`config.mk`:
```
export PLATFORM = sky130hd
export DESIGN_NAME = jpeg_stream_merger
export DESIGN_NICKNAME = d
export VERILOG_FILES = /design/src/rtl/jpeg_merge_pkg.sv /design/src/rtl/jpeg_ch_fifo.sv /design/src/rtl/jpeg_stream_merger.sv
export SDC_FILE = /design/constraint.sdc
export NUM_CORES = 2
export LEC_CHECK = 0
export CORE_MARGIN = 5
export CORE_UTILIZATION = 55
export CTS_BUF_LIST = sky130_fd_sc_hd__clkbuf_8
export DETAILED_ROUTE_END_ITERATION = 12
export PLACE_DENSITY = 0.68
export SLEW_MARGIN = 10
export SYNTH_ARGS = -nofsm -noshare
export SYNTH_HDL_FRONTEND = slang
export SYNTH_SLANG_ARGS = --single-unit
```
`constraint.sdc`:
```
create_clock -name clk -period 5.2 [get_ports clk]
set_input_delay 1.56 -clock clk [delete_from_list [all_inputs] [get_ports clk]]
set_output_delay 1.56 -clock clk [all_outputs]
set_load 0.005 [all_outputs]
```
`src/rtl/jpeg_merge_pkg.sv`:
```
// Shared types and default widths for the JPEG bitstream merger.
// Overflow flags are built only when JPEG_MERGE_OVF_EN is defined.
package jpeg_merge_pkg;

  localparam int DATA_W_DEF = 32;
  localparam int ORC_W_DEF  = 5;

  typedef enum logic {
    S_WAIT,
    S_SEND
  } merge_state_t;

  typedef struct packed {
    logic                 eob;
    logic [ORC_W_DEF-1:0]  orc;
    logic [DATA_W_DEF-1:0] data;
  } merge_entry_t;

  function automatic int ch_w(input int n);
    return (n > 1) ? $clog2(n) : 1;
  endfunction

endpackage

```
`src/rtl/jpeg_ch_fifo.sv`:
```
// Per-channel word FIFO for the JPEG bitstream merger.
// Registered pointers, no read bypass.
module jpeg_ch_fifo
  import jpeg_merge_pkg::*;
#(
  parameter int W     = $bits(merge_entry_t),
  parameter int DEPTH = 16,
  localparam int AW   = $clog2(DEPTH),
  localparam int CW   = AW + 1
) (
  input  logic          clk,
  input  logic          rst,
  input  logic          push,
  input  logic          pop,
  input  logic [W-1:0]  din,
  output logic [W-1:0]  dout,
  output logic          full,
  output logic          empty,
  output logic [CW-1:0] count
);

  logic [W-1:0]  mem [DEPTH];
  logic [AW-1:0] wr_ptr;
  logic [AW-1:0] rd_ptr;
  logic [CW-1:0] cnt;
  logic          do_push;
  logic          do_pop;

  assign full    = (cnt == CW'(DEPTH));
  assign empty   = (cnt == '0);
  assign count   = cnt;
  assign dout    = mem[rd_ptr];
  assign do_push = push & ~full;
  assign do_pop  = pop & ~empty;

  always_ff @(posedge clk) begin
    if (do_push) mem[wr_ptr] <= din;
  end

  always_ff @(posedge clk or negedge rst) begin
    if (!rst) begin
      wr_ptr <= '0;
      rd_ptr <= '0;
      cnt    <= '0;
    end else begin
      if (do_push) wr_ptr <= wr_ptr + 1'b1;
      if (do_pop)  rd_ptr <= rd_ptr + 1'b1;
      unique case ({do_push, do_pop})
        2'b10:   cnt <= cnt + 1'b1;
        2'b01:   cnt <= cnt - 1'b1;
        default: cnt <= cnt;
      endcase
    end
  end

endmodule

```
`src/rtl/jpeg_stream_merger.sv`:
```
// Buffers NUM_CH encoder word streams and re-serialises them block by block.
// Define JPEG_MERGE_OVF_EN to build the sticky per-channel overflow flags.
module jpeg_stream_merger
  import jpeg_merge_pkg::*;
#(
  parameter int NUM_CH = 3,
  parameter int DATA_W = DATA_W_DEF,
  parameter int ORC_W  = ORC_W_DEF,
  parameter int DEPTH  = 16,
  localparam int CH_W  = ch_w(NUM_CH)
) (
  input  logic                     clk,
  input  logic                     rst,
  input  logic [NUM_CH-1:0]        ch_valid,
  input  logic [NUM_CH*DATA_W-1:0] ch_data,
  input  logic [NUM_CH*ORC_W-1:0]  ch_orc,
  input  logic [NUM_CH-1:0]        ch_eob,
  output logic [NUM_CH-1:0]        ch_full,
  output logic                     out_valid,
  input  logic                     out_ready,
  output logic [DATA_W-1:0]        out_data,
  output logic [ORC_W-1:0]         out_orc,
  output logic [CH_W-1:0]          out_ch,
  output logic                     out_eob,
  output logic [NUM_CH-1:0]        ovf_flag
);

  localparam int EW = DATA_W + ORC_W + 1;
  localparam int CW = $clog2(DEPTH) + 1;

  logic [EW-1:0]     head [NUM_CH];
  logic [CW-1:0]     cnt  [NUM_CH];
  logic [NUM_CH-1:0] f_full;
  logic [NUM_CH-1:0] f_empty;
  logic [NUM_CH-1:0] pop;

  merge_state_t      state;
  logic [CH_W-1:0]   cur_ch;
  logic [CH_W-1:0]   next_ch;
  logic [EW-1:0]     cur_head;
  logic              cur_empty;
  logic              load;
  logic              take;

  for (genvar g = 0; g < NUM_CH; g++) begin : g_ch
    jpeg_ch_fifo #(
      .W     (EW),
      .DEPTH (DEPTH)
    ) u_fifo (
      .clk   (clk),
      .rst   (rst),
      .push  (ch_valid[g]),
      .pop   (pop[g]),
      .din   ({ch_eob[g],
               ch_orc[g*ORC_W +: ORC_W],
               ch_data[g*DATA_W +: DATA_W]}),
      .dout  (head[g]),
      .full  (f_full[g]),
      .empty (f_empty[g]),
      .count (cnt[g])
    );
    assign ch_full[g] = (cnt[g] == CW'(DEPTH));
  end

  always_comb begin
    cur_head  = '0;
    cur_empty = 1'b1;
    pop       = '0;
    for (int i = 0; i < NUM_CH; i++) begin
      if (cur_ch == CH_W'(i)) begin
        cur_head  = head[i];
        cur_empty = f_empty[i];
      end
    end
    for (int i = 0; i < NUM_CH; i++) begin
      pop[i] = take && (cur_ch == CH_W'(i));
    end
  end

  // out_valid mirrors S_SEND, so the state alone decides the load slot
  assign load    = (state == S_WAIT) | out_ready;
  assign take    = load & ~cur_empty;
  assign next_ch = (cur_ch == CH_W'(NUM_CH - 1)) ? '0 : cur_ch + 1'b1;

  always_ff @(posedge clk or negedge rst) begin
    if (!rst) begin
      state     <= S_WAIT;
      cur_ch    <= '0;
      out_valid <= 1'b0;
      out_data  <= '0;
      out_orc   <= '0;
      out_ch    <= '0;
      out_eob   <= 1'b0;
    end else if (load) begin
      if (take) begin
        state     <= S_SEND;
        out_valid <= 1'b1;
        out_data  <= cur_head[DATA_W-1:0];
        out_orc   <= cur_head[DATA_W +: ORC_W];
        out_eob   <= cur_head[EW-1];
        out_ch    <= cur_ch;
        if (cur_head[EW-1]) cur_ch <= next_ch;
      end else begin
        state     <= S_WAIT;
        out_valid <= 1'b0;
      end
    end
  end

`ifdef JPEG_MERGE_OVF_EN
  always_ff @(posedge clk or negedge rst) begin
    if (!rst) ovf_flag <= '0;
    else      ovf_flag <= ovf_flag | (ch_valid & f_full);
  end
`else
  assign ovf_flag = '0;
`endif

endmodule

```
==> results.yml <==
run_status:
  outcome: "completed"
timing:
  rsz0062_at_grt: "no"
  fin_crit_sh_pct: 82.8
  setup_violations: 0
  hold_violations: 0
  drv_slew: 0
  fin_hold_ws_ns: 0.490
  finalClockSkew_ns: 0.0610
  post-route-min-period_ns: 4.30
  final.setup.tns_ns: 0
  fmax_ghz: 0.232
  tightestPinTransition_ns: 1.17
  slew_headroom_pct: 21.8
worst_setup_path:
  crit_fanout: 4
  cp_data_required_time_ns: 3.64
  slowest_delay_ns: 0.50
  startpoint_type: "flip-flop"
  path_class: "reg -> out"
  crit_path_top_delay_cell: "clkdlybuf4s50_1"
  worstPathCellList: "nor4_1, buf_4, nand2_1, inv_1, clkdlybuf4s50_1"
  end_kind: "output port"
  cp.arrival_ns: 2.74
flow_run:
  drv_cap: 0
route:
  wl_um: 179000
  via_count: 36295
  drt_iter0_drc: 4011
  wire_per_inst_um: 30.4
  viasPerCell: 6.16
  antenna_left: 0
  firstDrtPassIters: 5
  drc: 0
min_path:
  worstHoldPathType: "in -> async"
global_routing:
  grt_util_all_layers_pct: 25.4
  antenna_found_initial: 16
  overflow: 0
  grt_max_degree: 72
  grt_pass1_wl_um: 259000
  grt_pass1_vias: 36750
final_layout:
  multi_input_area_um2: 16200
  area_growth_pct: 13.7
  layout.nets: 4059
  n_fill_cell: 9118
  seqCellArea_um2: 56900
  drive_gt1_share_pct: 23.6
clocking:
  clock-root-buffer: "clkbuf_8"
  htree_levels: 5
  cts_tree: "built"
  postCtsHoldBufs: 0
  clk_pin_slew_ns: 0.06
  cts_buffers: 315
  postCtsSetupBuffers: 0
  clk_path_buf_depth: 4
  numClockSinks: 1906
  cts_resized: 0
  insertion_delay_ns: 1.00
synth:
  yosysWarnings: 0
  synth-async-reset-ratio_pct: 4.30
  avgSynthCellArea_um2: 21.0
  ys_ff_latch: 1906
  synth.distinct_cells: 56
  netlist_area_um2: 73600
  ys_seq_area_share_pct: 77.3
  synth_edf_count: 1824
  ys.flop_type: "edfxtp_1"
  synthCells: 3501
power:
  power.density_nw_per_um2: 538
  cellLeakagePower_nw: 27.4
  fin_total_pwr_mw: 44.9
  irDropWorstVdd_uv: 391
die:
  die_w_um: 376
  die_h_um: 376
  row_count: 134
  core_area_um2: 133000
  dieArea_um2: 141000
  num_io_pins: 167
  initial_core_util_pct: 55.3
placement:
  place.port_buffers: 163
  gp_congestion: 0.855
  dp.final_hpwl_um: 111000
-- synthesized netlist by cell type (3+ instances only) --
master | instances | area, µm²
buf_1 | 17 | 63.8
and3_1 | 3 | 18.8
mux4_2 | 375 | 8450
mux2i_1 | 255 | 2550
nor3_1 | 21 | 105
nor4_1 | 7 | 43.8
inv_1 | 20 | 75.1
a22o_1 | 14 | 123
a211oi_1 | 11 | 82.6
nand2_1 | 184 | 691
a31oi_1 | 8 | 50.1
a21o_1 | 6 | 45.0
buf_2 | 73 | 365
o21ai_0 | 32 | 160
a2111oi_0 | 15 | 131
xor2_1 | 8 | 70.1
nor2b_1 | 20 | 125
buf_4 | 18 | 135
a41oi_1 | 12 | 105
clkbuf_1 | 89 | 334
mux2_2 | 31 | 349
nand4_1 | 4 | 25.0
nand3_1 | 27 | 135
nor2_1 | 59 | 221
a21oi_1 | 59 | 295
a221oi_1 | 20 | 175
xnor2_1 | 25 | 219
a221o_1 | 14 | 140
and2_1 | 8 | 50.1
and4_1 | 14 | 123
dfrtp_1 | 82 | 2050
a22oi_1 | 76 | 571
o22ai_1 | 5 | 31.3
nand2b_1 | 10 | 62.6
edfxtp_1 | 1824 | 54800
ha_1 | 27 | 338
fa_1 | 3 | 60.1
-- final timing paths --
kind	start	endpoint	slack, ns	depth (start not counted)
worst min register to register	g_ch[0].u_fifo.count[2]$_DFFE_PN0P_	g_ch[0].u_fifo.count[2]$_DFFE_PN0P_	0.53	2
worst min-delay path	rst	g_ch[0].u_fifo.wr_ptr[2]$_DFFE_PN0P_	0.49	1
worst max register to register	g_ch[2].u_fifo.rd_ptr[0]$_DFFE_PN0P_	out_data[26]$_DFFE_PN0P_	1.68	8
min in group clk	g_ch[0].u_fifo.count[2]$_DFFE_PN0P_	g_ch[0].u_fifo.count[2]$_DFFE_PN0P_	0.53	2
worst max-delay path	g_ch[2].u_fifo.count[1]$_DFFE_PN0P_	ch_full[2]	0.90	5
max in group asynchronous	rst	g_ch[2].u_fifo.rd_ptr[1]$_DFFE_PN0P_	3.96	2
-- metal layers --
layer	wire length, µm	track usage, %	share of wire [%]	vias to the layer above
met5	79	0	0.044	-
met4	5220	7.98	2.9	14
met3	15800	6.47	8.8	290
met2	85300	39.2	48	1649
met1	72700	36.5	41	19034
li1	-	-	-	15308
-- power by group --
group          switching [mW]  internal [mW]  leakage, nW
combinational            7.67           5.74         6.77
clock                    5.61           5.86         3.14
sequential               1.44           18.6         17.4
total                    14.7           30.2         27.4
-- placed cells by master (no fill, tap or decap), types with 7 or more instances in the layout --
cell type	n
dfrtp_1	72
nor2b_1	18
a21oi_1	58
a221o_1	14
inv_1	123
and4_1	14
nor3_1	8
buf_12	28
nor2_4	37
xnor2_1	25
clkinv_2	29
edfxtp_1	1824
and2_1	7
ha_1	27
nor3_2	13
nand3_1	27
nand2b_1	10
a2111oi_1	8
clkinv_1	65
clkbuf_8	326
a31oi_1	8
mux2_2	31
a221oi_1	20
clkdlybuf4s50_1	162
nor2_1	21
nand2_1	184
xor2_1	8
a41oi_1	12
buf_4	98
a22o_1	14
a211oi_1	11
dfrtp_4	7
a22oi_1	76
nor4_1	7
mux4_2	375
o21ai_0	32
mux2i_1	255
-- cell families after synthesis --
| group | share of synthesized area [%] |
|---|---|
| flip-flops | 77.3 |
| buffers and inverters | 1.36 |
| other | 0.00510 |
| AO/OA/AOI/OAI | 2.78 |
| adder cells (fa/ha/maj) | 0.541 |
| multiplexers | 15.4 |
| XOR/XNOR | 0.393 |
| AND/OR/NAND/NOR | 2.24 |
-- critical path: cells and delay by family, from the launching register on --
family | cells | cell delay [ns]
buffers and inverters | 3 | 0.84
flip-flops | 1 | 0.43
AND/OR/NAND/NOR | 2 | 0.49
-- cell type report --
cell class | instances | area share (%)
Antenna cell | 4 | 0.0120
Timing Repair Buffer | 288 | 3.49
Clock inverter | 204 | 1.05
Clock buffer | 326 | 5.37
Sequential cell | 1906 | 68.0
Tap cell | 1768 | 2.65
Multi-Input combinational cell | 1376 | 19.3
Inverter | 22 | 0.0988
-- per-stage QoR --
| stage | instances | instance area [µm²] | setup WS [ns] | utilization, % |
|---|---|---|---|---|
| after floorplan | 3503 | 73600 | 0.00900 | - |
| after global placement | 5360 | 78200 | 0.786 | 58.8 |
| after detailed placement | 5360 | 78200 | 0.731 | 58.8 |
| after CTS | 5890 | 83600 | 0.795 | 62.8 |
| after global routing | 5891 | 83600 | 0.693 | 62.8 |
| final | 5894 | 83600 | 0.896 | 62.8 |
-- flip-flops by register name, indices dropped and copies added (netlist names) --
name	cells
cur_ch	2
g_ch.u_fifo.count	15
g_ch.u_fifo.mem	1824
g_ch.u_fifo.rd_ptr	12
g_ch.u_fifo.wr_ptr	12
out_ch	2
out_data	32
out_eob	1
out_orc	5
state	1
Power figures use the tool's default switching activity.
